**config.mk**
```make
export PLATFORM = sky130hd
export DESIGN_NAME = norm_row_packer
export DESIGN_NICKNAME = d
export VERILOG_FILES = /design/src/rtl/norm_row_packer_pkg.sv /design/src/rtl/norm_row_packer_row_fifo.sv /design/src/rtl/norm_row_packer.sv
export SDC_FILE = /design/constraint.sdc
export NUM_CORES = 1
export LEC_CHECK = 0
export ABC_AREA = 1
export CORE_ASPECT_RATIO = 1.2
export CORE_MARGIN = 4
export CORE_UTILIZATION = 45
export DETAILED_ROUTE_END_ITERATION = 8
export PLACE_DENSITY_LB_ADDON = 0.12
export SYNTH_ARGS = -nofsm -noshare
export SYNTH_HDL_FRONTEND = slang
export SYNTH_SLANG_ARGS = --single-unit
```
**constraint.sdc**
```tcl
create_clock -name clk -period 20.1 [get_ports clk]
set_clock_uncertainty 0.2 [all_clocks]
set_input_delay 2.01 -clock clk [delete_from_list [all_inputs] [get_ports clk]]
set_output_delay 2.01 -clock clk [all_outputs]
set_load 0.02 [all_outputs]
```
**src/rtl/norm_row_packer_pkg.sv**
```systemverilog
// Shared defaults and row types for the normalized-row packer.
// The typedefs describe the default geometry.
package norm_pkg;

    localparam int NORM_COL   = 8;
    localparam int NORM_W_OUT = 16;
    localparam int NORM_ROWS  = 16;
    localparam int NORM_DEPTH = 2;
    localparam int NORM_AW    = $clog2(NORM_ROWS);

    typedef logic [NORM_COL-1:0][NORM_W_OUT-1:0] row_t;

    typedef struct packed {
        row_t               r1;
        row_t               r2;
        logic [NORM_AW-1:0] addr;
    } row_pair_t;

endpackage

```
**src/rtl/norm_row_packer_row_fifo.sv**
```systemverilog
// Small synchronous FIFO with a registered head word.
// A write into a full FIFO is taken only when a read happens in the same cycle.
module row_fifo #(
    parameter int DEPTH = 2,
    parameter int WIDTH = 8
) (
    input  logic             clk,
    input  logic             reset,
    input  logic             wr_en_i,
    input  logic [WIDTH-1:0] wr_data_i,
    output logic             wr_accept_o,
    input  logic             rd_en_i,
    output logic             rd_valid_o,
    output logic [WIDTH-1:0] rd_data_o
);

    localparam int PW = $clog2(DEPTH);
    localparam int CW = $clog2(DEPTH + 1);

    logic [WIDTH-1:0] mem [DEPTH];
    logic [PW-1:0]    wr_ptr_q, wr_ptr_d, rd_ptr_q, rd_ptr_d, rd_ptr_inc;
    logic [CW-1:0]    count_q, count_d;
    logic [WIDTH-1:0] head_q, head_d;
    logic             empty, full, push, pop;

    function automatic logic [PW-1:0] ptr_inc(input logic [PW-1:0] p);
        return (p == PW'(DEPTH - 1)) ? '0 : p + 1'b1;
    endfunction

    assign empty      = (count_q == '0);
    assign full       = (count_q == CW'(DEPTH));
    assign pop        = rd_en_i && !empty;
    assign push       = wr_en_i && (!full || pop);
    assign rd_ptr_inc = ptr_inc(rd_ptr_q);

    always_comb begin
        wr_ptr_d = wr_ptr_q;
        rd_ptr_d = rd_ptr_q;
        count_d  = count_q;
        head_d   = head_q;
        if (push) wr_ptr_d = ptr_inc(wr_ptr_q);
        if (pop)  rd_ptr_d = rd_ptr_inc;
        case ({push, pop})
            2'b10:   count_d = count_q + 1'b1;
            2'b01:   count_d = count_q - 1'b1;
            default: count_d = count_q;
        endcase
        // The head register bypasses storage when the incoming word becomes the new head.
        if (push && (empty || (pop && count_q == CW'(1))))
            head_d = wr_data_i;
        else if (pop && count_q > CW'(1))
            head_d = mem[rd_ptr_inc];
    end

    always_ff @(posedge clk) begin
        if (reset) begin
            wr_ptr_q <= '0;
            rd_ptr_q <= '0;
            count_q  <= '0;
            head_q   <= '0;
        end else begin
            wr_ptr_q <= wr_ptr_d;
            rd_ptr_q <= rd_ptr_d;
            count_q  <= count_d;
            head_q   <= head_d;
        end
    end

    always_ff @(posedge clk) begin
        if (push) mem[wr_ptr_q] <= wr_data_i;
    end

    assign wr_accept_o = !full || pop;
    assign rd_valid_o  = !empty;
    assign rd_data_o   = head_q;

endmodule

```
**src/rtl/norm_row_packer.sv**
```systemverilog
// Reassembles two serial normalized element streams into COL-wide rows and
// queues completed row pairs, tagged with a wrapping row address.
module norm_row_packer
    import norm_pkg::*;
#(
    parameter int COL   = NORM_COL,
    parameter int W_OUT = NORM_W_OUT,
    parameter int ROWS  = NORM_ROWS,
    parameter int DEPTH = NORM_DEPTH
) (
    input  logic                     clk,
    input  logic                     reset,
    input  logic                     norm_valid,
    input  logic [W_OUT-1:0]         psum_norm_1,
    input  logic [W_OUT-1:0]         psum_norm_2,
    output logic                     m_valid,
    input  logic                     m_ready,
    output logic [COL*W_OUT-1:0]     m_row_1,
    output logic [COL*W_OUT-1:0]     m_row_2,
    output logic [$clog2(ROWS)-1:0]  m_addr,
    output logic                     overflow
);

    localparam int IW = $clog2(COL);
    localparam int AW = $clog2(ROWS);
    localparam int RW = COL * W_OUT;
    localparam int PW = 2 * RW + AW;
    localparam logic [IW-1:0] IDX_LAST = IW'(COL - 1);

    logic [IW-1:0]                 idx_q, idx_d;
    logic [AW-1:0]                 wr_row_q, wr_row_d;
    logic                          overflow_q, overflow_d;
    logic [COL-2:0][W_OUT-1:0]     asm1_q, asm2_q;
    logic [COL-1:0][W_OUT-1:0]     row1_w, row2_w;
    logic                          complete, accept;
    logic [PW-1:0]                 head_w;

    assign complete = norm_valid && (idx_q == IDX_LAST);

    // The last slot is never stored: it comes straight from the inputs on the completion cycle.
    for (genvar gi = 0; gi < COL; gi++) begin : g_slot
        if (gi < COL - 1) begin : g_stored
            always_ff @(posedge clk) begin
                if (norm_valid && idx_q == IW'(gi)) begin
                    asm1_q[gi] <= psum_norm_1;
                    asm2_q[gi] <= psum_norm_2;
                end
            end
            assign row1_w[gi] = asm1_q[gi];
            assign row2_w[gi] = asm2_q[gi];
        end else begin : g_live
            assign row1_w[gi] = psum_norm_1;
            assign row2_w[gi] = psum_norm_2;
        end
    end

    always_comb begin
        idx_d      = idx_q;
        wr_row_d   = wr_row_q;
        overflow_d = overflow_q;
        if (norm_valid) idx_d = idx_q + 1'b1;
        if (complete) begin
            if (accept) wr_row_d   = wr_row_q + 1'b1;
            else        overflow_d = 1'b1;
        end
    end

    always_ff @(posedge clk) begin
        if (reset) begin
            idx_q      <= '0;
            wr_row_q   <= '0;
            overflow_q <= 1'b0;
        end else begin
            idx_q      <= idx_d;
            wr_row_q   <= wr_row_d;
            overflow_q <= overflow_d;
        end
    end

    row_fifo #(
        .DEPTH (DEPTH),
        .WIDTH (PW)
    ) u_row_fifo (
        .clk         (clk),
        .reset       (reset),
        .wr_en_i     (complete),
        .wr_data_i   ({row1_w, row2_w, wr_row_q}),
        .wr_accept_o (accept),
        .rd_en_i     (m_ready),
        .rd_valid_o  (m_valid),
        .rd_data_o   (head_w)
    );

    assign {m_row_1, m_row_2, m_addr} = head_w;
    assign overflow = overflow_q;

endmodule

```
# [Word level (Yosys, flattened, before mapping)]
# Memory sizes are Yosys's and may differ from the RTL's.
# Cells that the tools add are included.
[word_totals] regBits=496 out_inout_bits=262 n_memories=1 ramBits=520
[classes] bitwise_logic=1 muxes=7 n_eq_ne=11 reduce_logical=23 add_sub_neg=6 n_lt_le_gt_ge=1
[mem_list] memory="u_row_fifo.mem" words=2 width=260 read_ports=1 rd_clocked_by_memory_dff=0 write_ports=1 line_no="norm_row_packer_row_fifo.sv:20" text="logic [WIDTH-1:0] mem [DEPTH];"
[ops] op="2-to-1 mux 260 bit" n=2
[ops] op="logical AND 1 bit" n=13
[ops] op="equality test 3 bit (second input constant)" n=4
[ops] op="equality test 3 x 2 -> 1 bit (second input constant)" n=2
[ops] op="adder 4 x 1 -> 4 bit (second input constant)" n=1
[ops] op="equality test 2 x 1 -> 1 bit (second input constant)" n=2
[ops] op="equality test 2 bit (second input constant)" n=2
[ops] op="2-to-1 mux 1 bit" n=4
[ops] op="case mux 2 bit (2 select lines)" n=1
[ops] op="AND reduction 2 bit" n=2
[ops] op="nonzero test 2 bit" n=2
[ops] op="adder 3 x 1 -> 3 bit (second input constant)" n=1
[ops] op="equality test 3 x 1 -> 1 bit (second input constant)" n=1
[ops] op="logical NOT 3 bit" n=1
[ops] op="adder 1 bit (second input constant)" n=2
[ops] op="adder 2 x 1 -> 2 bit (second input constant)" n=1
[ops] op="> comparator 2 x 1 -> 1 bit (second input constant)" n=1
[ops] op="logical NOT 1 bit" n=2
[ops] op="logical NOT 2 bit" n=1
[ops] op="logical OR 1 bit" n=2
[ops] op="subtractor 2 x 1 -> 2 bit (second input constant)" n=1
[ops] op="NOT 1 bit" n=1

# [Depth between registers and ports, before layout]
# Gate-level depths: netlist of run 1.
[logic_depth] ltp_word=7 ltp_mapped=11

# [Hierarchy]
# Synthesis of run 1 repeated with hierarchy kept, for this count alone.
[unflattened] hier_cells=3988 hier_area_um2=41237.0
[by_module_without_submodules] module="row_fifo" cells_per_inst=3701 seq_area_each_um2=20900.0 area_per_inst_um2=34035.1 n_inst=1
[by_module_without_submodules] module="norm_row_packer" cells_per_inst=287 seq_area_each_um2=6886.6 area_per_inst_um2=7201.9 n_inst=1

# [Worst setup path before layout of run 1]
# No wires, ideal clock.
[synth_path] path_kind="input-to-reg" startpoint="in norm_valid" endpoint="mem u_row_fifo.mem[1][0] (netlist name) (enable)" arrival_time_ns=13.210 slack_ns=5.804 required_ns=19.013 path_stages=5 setup_ns=0.887 cell_sequence="buf_4 > nand2_2 > inv_4 > nand2_4 > nor2_1"
[synth_via] elab_chain_cells=4
[synth_rtl] element="start: declaration" line_no="norm_row_packer.sv:13" text="input logic norm_valid,"
[synth_rtl] element="logical AND 1 bit" line_no="norm_row_packer.sv:38" text="assign complete = norm_valid && (idx_q == IDX_LAST);"
[synth_rtl] element="logical AND 1 bit" line_no="norm_row_packer_row_fifo.sv:33" text="assign push = wr_en_i && (!full || pop);"
[synth_rtl] element="2-to-1 mux 1 bit" line_no="norm_row_packer_row_fifo.sv:70" text="if (push) mem[wr_ptr_q] <= wr_data_i;"
[synth_rtl] element="2-to-1 mux 1 bit (implied by the code)" line_no="norm_row_packer_row_fifo.sv:70"
[synth_rtl] element="end: declaration" line_no="norm_row_packer_row_fifo.sv:20"
# Every way passes these cells.

# [Final worst setup path of run 1]
[layout_path] startpoint="in m_ready" endpoint="reg u_row_fifo.head_q[182] (netlist: u_row_fifo.rd_data_o[182])"
[layout_via] elab_chain_cells=5 elab_cells_between_ends=9 cone_classes="mux (1); reduce/logical (8)"
[layout_rtl] element="start: declaration" line_no="norm_row_packer.sv:17" text="input logic m_ready,"
[layout_rtl] element="logical AND 1 bit *" line_no="norm_row_packer_row_fifo.sv:32" text="assign pop = rd_en_i && !empty;"
[layout_rtl] element="logical OR 1 bit or logical AND 1 bit (tied branches)" line_no="norm_row_packer_row_fifo.sv:33, norm_row_packer_row_fifo.sv:49"
[layout_rtl] element="logical AND 1 bit or logical OR 1 bit (tied branches)" line_no="norm_row_packer_row_fifo.sv:33, norm_row_packer_row_fifo.sv:49"
[layout_rtl] element="logical AND 1 bit" line_no="norm_row_packer_row_fifo.sv:49" text="if (push && (empty || (pop && count_q == CW'(1))))"
[layout_rtl] element="2-to-1 mux 260 bit or nonzero test 2 bit (tied branches)"
[layout_rtl] element="end signal: assignment" line_no="norm_row_packer_row_fifo.sv:60" text="head_q <= '0;"
[layout_rtl] element="end signal: assignment" line_no="norm_row_packer_row_fifo.sv:65" text="head_q <= head_d;"
[layout_rtl] element="end: declaration" line_no="norm_row_packer_row_fifo.sv:23" text="logic [WIDTH-1:0] head_q, head_d;"
# Mark *: on every way between the ends. The rest lies on a longest branch, timed or not.
# A chain may end at the register's enable or synchronous reset.

==> results of run 1 <==
## Yosys cell counts, types with 2 or more instances
library cell and n:
nand2_1 1055, edfxtp_1 744, nand3_1 512, inv_1 276
dfxtp_1 272, a21oi_1 263, o21ai_0 253, buf_2 148
clkbuf_1 96, nor2_1 28, ha_1 11, o21ai_1 10
buf_4 7, nand4_1 5, buf_1 3, inv_2 3
nand2_4 3, buf_6 2, nand2_2 2, xnor2_1 2
## flip-flops by register name, indices dropped and copies added, names as in the netlist
| signal | cells |
|---|---|
| overflow | 1 |
| u_row_fifo.count_q | 2 |
| u_row_fifo.rd_ptr_q | 1 |
| u_row_fifo.rd_data_o | 260 |
| u_row_fifo.wr_ptr_q | 1 |
| asm1_q | 112 |
| asm2_q | 112 |
| u_row_fifo.mem | 520 |
| wr_row_q | 4 |
| idx_q | 3 |
## kinds of logic after synthesis
family          share of synthesized area [%]
flops                                    70.2
fa+ha+maj                               0.348
xor+xnor                               0.0664
simple gates                             17.0
buf+inv                                  5.67
compound gates                           6.67
## worst min-delay path by stage
| stage | start | end | slack [ns] |
|---|---|---|---|
| floorplan | asm2_q[96] | u_row_fifo.mem[0][100] | 0.25 |
| global route | asm1_q[14] | u_row_fifo.mem[0][146] | 0.28 |
| detailed placement | asm1_q[60] | u_row_fifo.mem[1][192] | 0.26 |
| CTS | asm1_q[26] | u_row_fifo.mem[0][158] | 0.27 |
| global placement | asm2_q[58] | u_row_fifo.mem[1][62] | 0.25 |
| finish | asm2_q[51] | u_row_fifo.mem[0][55] | 0.27 |
## per-stage QoR
step	util, %	hold WS (ns)
after global routing	53.7	0.282
after global placement	49.7	0.248
after CTS	53.7	0.267
after floorplan	-	0.246
after detailed placement	49.7	0.258
final	53.7	0.270
## power groups by stage
stage	clock, mW	sequential, mW	combinational, mW
after floorplan	0	2.34	0.146
after global placement	0	2.34	0.275
after detailed placement	0	2.34	0.275
after CTS	1.96	2.30	0.276
after global routing	2.05	2.30	0.300
final	1.92	2.29	0.272
## cell type report
class                           instances  area (um^2)  share of cell area, %
Timing Repair Buffer                  328         3270                   7.02
Antenna cell                            1         2.50                0.00537
Sequential cell                      1016        27800                   59.7
Clock buffer                          139         2880                   6.18
Inverter                              281         1090                   2.33
Multi-Input combinational cell       2149         9620                   20.6
Clock inverter                         47          510                   1.10
Tap cell                             1140         1430                   3.06
## routing by layer
metal | vias to the layer above | GRT usage, %
met5 | - | 0
met4 | 0 | 7.61
met3 | 140 | 3.40
li1 | 12900 | -
met2 | 863 | 36.9
met1 | 13200 | 30.5
==> impl_results.md, run 1 <==
* Gr usage total at 22.4%
* Register share of total power at just over 50%
* Final Instance Area at ~47000 um^2
* Clk_lat worst skew at 0.65 ns
* Via count at roughly 27000
* Clock network fraction of design power at between 40 and 50%
* Max_cap viols at 0
* Ys async rst share at 0%
* I/O pin cnt at between 200 and 300
* Top layer reached by signal wires: met4
* Period utilization at between 20 and 30%
* Combinational power share at between 6 and 7%
* Stages on the worst setup path at 7
* Worst setup EP type: flop
* Non-Filler Instances at between 5000 and 6000
* Int Pwr at ~3.5 mW
* CP Data Arrival Time at between 5 and 6 ns
* Met3 Wirelength at about 6500 um
* H-tree lvl count at 3
* Pwr Total at 4.49 mW
* Slowest cell on the critical path: buf_4
* Cts bufs inserted at 100
* CP Launch Type: input port
* Initial core utilization at 45.6%
* Met1 Routed Length at about 46000 um
* Top cell type's share of synthesized area at between 50% and 60%
* Critical path endpoint: u_row_fifo.rd_data_o[182]
* Core Region at 86800 um^2
* Post-DR wirelength/cell at between 20 and 25 um
* Crit path cell chain: clkdlybuf4s50_1 > nand2_1 > nand2_8 > nand3_4 > buf_4 > o21ai_0 > a21oi_1
* IO Port Bufs at 297
* Rel. slew slack at 19.5%
* Remaining Overflow, GRT at 0
* Fin crit period at between 5 and 6 ns
* CTS tree: done
* Die W at about 280 um
* Site Rows at roughly 120
* Max FO, Critical Path at 116
* Iter 0 DRT Violations at roughly 2400
* Data required, critical path at approximately 20 ns
* Fin nets at between 3000 and 4000
* R2R depth at 9
* Cells after Synth at roughly 3700
* Layout cells sized above 1 at 5.20%
* Root buffer cell: clkbuf_16
* Die area at between 90000 and 100000 um^2
* Reg2reg end: u_row_fifo.rd_data_o[0]
* Total negative setup slack at 0 ns
* Post-synthesis sequential element count at 1016
* Origin of the critical flop-to-flop path: u_row_fifo.rd_ptr_q
* Crit Path Class: in2reg
* Setup violators final at 0
* Peak supply drop at around 71 uV
* Initial antenna violation count at 2
* Cell taking the most area after synthesis: edfxtp_1
* Least-Margin Pin Slew at around 1.2 ns
* Hold Crit Class: reg2reg
* Dpl cells at ~4900
* Mapped Avg Cell Area at 10.7 um^2
* Top cells by area, synth: edfxtp_1, dfxtp_1, nand2_1
* Switching power at approximately 1.0 mW
* Area grow syn2layout at 17.7%
* CTS Hold Buffers Added at 0
* Post-DRT Antenna Nets at 0
* Met2 routed WL at 51300 um
* Fmax at just under 0.2 GHz
* Outcome: finished, final reports clean
* Fill cells at 7631
* Synth warn at 0
* CTS sink count at just over 1000
* Top delay family on crit path: buffers and inverters
* First-pass GRT wire length at about 160000 um
* Critical path buffer and inverter count at 2
* Total Routed Length at about 110000 um
* Critical Path Max Stage Delay at 0.96 ns
* Syn nets at 3749
* Seq/Total Area, Yosys at 70.2%
* Final worst slack at between 15 and 20 ns
* Post-synth EDFFs at around 740
* Syn Std Cell Area at between 30000 and 40000 um^2
* Final Max Slew Viols at 0
* Hold path depth at 0
* Max Buffers Root-to-Sink at 3
* Vias in the first global route at between 20000 and 30000
* Setup Buffers After CTS at 0
* Placed cell area at approximately 43000 um^2
* Setup WS pre-CTS at 14.44 ns
* Switching Share at between 20% and 30%
* Synth Flop Type: edfxtp_1
* Clk slew on worst S/H paths at ~0.06 ns
* Most frequent cells in the layout: nand2_1, edfxtp_1, nand3_1
* CP startpoint: m_ready
* Commonest non-fill, non-tap cell in the layout: nand2_1
* DR pass1 iterations at 5
* Routability cong. at about 0.75
* R2r setup slk at 16.09 ns
* Unique masters post-synth at 27
* Largest net degree at the start of global routing at approximately 260
* Final Hold Fails at 0
* Post-cts gate resize count at 0
* LEAKAGE at ~18 nW
* Detail Placement HPWL at around 55000 um
* Via-to-Cell Ratio at roughly 5.3
* DRC at 0
* RSZ-0062 raised after global routing: no
* Pwr dens at between 90 and 100 nW/um^2
* Chip height at between 300 and 400 um
Power figures use the tool's default switching activity.
==> run 2, diff against run 1 <==
Clock period 20.1 ns to 4.5 ns, I/O delays scaled along.
==> run 2 against run 1 <==
  * Sequential share of layout area decreased by 0.44 points
  * Clock-buffer cell count decreased by 3
  * Via count increased by 0.26%
  * Critical endpoint is now u_row_fifo.rd_data_o[173]
  * Clock power increased to 4.4 times the previous value
  * Cell count increased by 0.31%
  * Die area unchanged
  * Non-clock buffer count increased by 14
  * Final area increased by 0.76%
  * Flip-flop and latch count unchanged
  * Utilization increased by 0.41 points
  * Highest routed layer unchanged
  * Hold slack improved by 0.0012 ns
  * Sequential power increased to 4.5 times the previous value
==> impl_results.md, run 2 (synthesis gave the netlist of run 1 again) <==
* Most frequent cells in the layout: nand2_1, edfxtp_1, nand3_1
* Commonest non-fill, non-tap cell in the layout: nand2_1
* Area grow syn2layout at 18.6%
* Fin crit period at 2.66 ns
* Vias in the first global route at 25800
* Post-cts gate resize count at 0
* Final Hold Fails at 0
* Data required, critical path at 4.88 ns
* Clk_lat worst skew at 0.66 ns
* IO Port Bufs at 297
* RSZ-0062 raised after global routing: no
* Setup Buffers After CTS at 0
* Root buffer cell: clkbuf_16
* DRC at 0
* Setup violators final at 0
* Non-Filler Instances at 5117
* Cts bufs inserted at 99
* Max_cap viols at 0
* Top reg by flops: u_row_fifo.mem
* DR pass1 iterations at 7
* CTS Hold Buffers Added at 0
* Met3 Wirelength at ~6800 um
* Detail Placement HPWL at 56700 um
* Pwr Total at about 20 mW
* Post-DRT Antenna Nets at 0
* Die area at 92800 um^2
* Fin nets at 3936
* Max FO, Critical Path at about 120
* Initial core utilization at between 40% and 50%
* CTS tree: done
* CP Data Arrival Time at roughly 3 ns
* Site Rows at between 100 and 150
* Fmax at approximately 0.38 GHz
* Max FFs per register at between 500 and 600
* Largest net degree at the start of global routing at between 100 and 150
* Via-to-Cell Ratio at between 5 and 6
* Routability cong. at 0.759
* Gr usage total at ~23%
* Clk slew on worst S/H paths at 0.06 ns
* Die W at ~280 um
* Worst setup EP type: flop
* H-tree lvl count at 3
* Period utilization at ~59%
* Pwr dens at between 400 and 500 nW/um^2
* Layout cells sized above 1 at ~5.6%
* Final Max Slew Viols at 0
* Chip height at 333 um
* Hold Crit Class: reg2reg
* I/O pin cnt at slightly below 300
* Max Buffers Root-to-Sink at 3
* LEAKAGE at between 15 and 20 nW
* Hold path depth at 0
* Least-Margin Pin Slew at 1.07 ns
* Crit Path Class: reg2reg
* Core Region at 86800 um^2
* Top layer reached by signal wires: met4
* Initial antenna violation count at 2
* Post-DR wirelength/cell at about 21 um
* Hold WS at 0.271 ns
* Dpl cells at 4928
* Via count at between 20000 and 30000
* Met1 Routed Length at between 40000 and 50000 um
* CTS sink count at between 1000 and 1500
* CP Launch Type: flop
* Total Routed Length at roughly 110000 um
* Rel. slew slack at between 20 and 30%
* R2R depth at 8
* Met2 routed WL at around 52000 um
* Peak supply drop at approximately 280 uV
* Fill cells at approximately 7600
* Iter 0 DRT Violations at 2162
* Outcome: finished, final reports clean
* Remaining Overflow, GRT at 0
* First-pass GRT wire length at between 150000 and 200000 um
==> run 2: area by class of cell <==
class	count	area [um^2]	share of cell area, %
clock inverter	52	554	1.18
multi-input combinational	2149	9680	20.6
timing repair buffer	342	3610	7.69
antenna	1	2.50	0.00533
tap	1140	1430	3.04
sequential	1016	27800	59.2
inverter	281	1090	2.33
clock buffer	136	2770	5.90
==> run 2: where the power goes <==
group	internal, mW	switching, mW	leakage, nW
clock network	4.94	3.51	1.62
registers	10.1	0.0985	8.91
logic	0.335	0.942	7.11
total	15.4	4.55	17.6
==> run 2: worst max-delay path, stage by stage (launching register included) <==
cell and delay, ns:
dfxtp_2 0.35, inv_2 0.06, ha_1 0.21, nand2_1 0.17
nand2_8 0.28, nand3_4 0.39, buf_12 0.43, o21ai_0 0.22
a21oi_1 0.19
==> run 2: worst paths after layout <==
| path | start | to | slack (ns) |
|---|---|---|---|
| hold / removal | asm2_q[68] | u_row_fifo.mem[1][72] | 0.27 |
| setup reg to reg | u_row_fifo.count_q[1] | u_row_fifo.rd_data_o[173] | 1.84 |
| hold reg to reg | asm2_q[68] | u_row_fifo.mem[1][72] | 0.27 |
| setup / recovery | u_row_fifo.count_q[1] | u_row_fifo.rd_data_o[173] | 1.84 |
==> run 2: metal layers <==
metal / GRT usage, % / vias up
li1: - / 12900
met1: 30.9 / 13200
met2: 37.6 / 911
met3: 3.40 / 123
met4: 6.65 / 0
met5: 0 / -
==> run 2: metrics by stage <==
stage               TNS (ns)  instance area, um^2  utilization [%]  setup WS, ns
floorplan            -447.00                39700                -        -0.871
global placement           0                43600             50.2          1.45
detailed placement         0                43600             50.2          1.42
CTS                        0                46900             54.1          1.82
global route               0                46900             54.1          1.72
finish                     0                46900             54.1          1.84
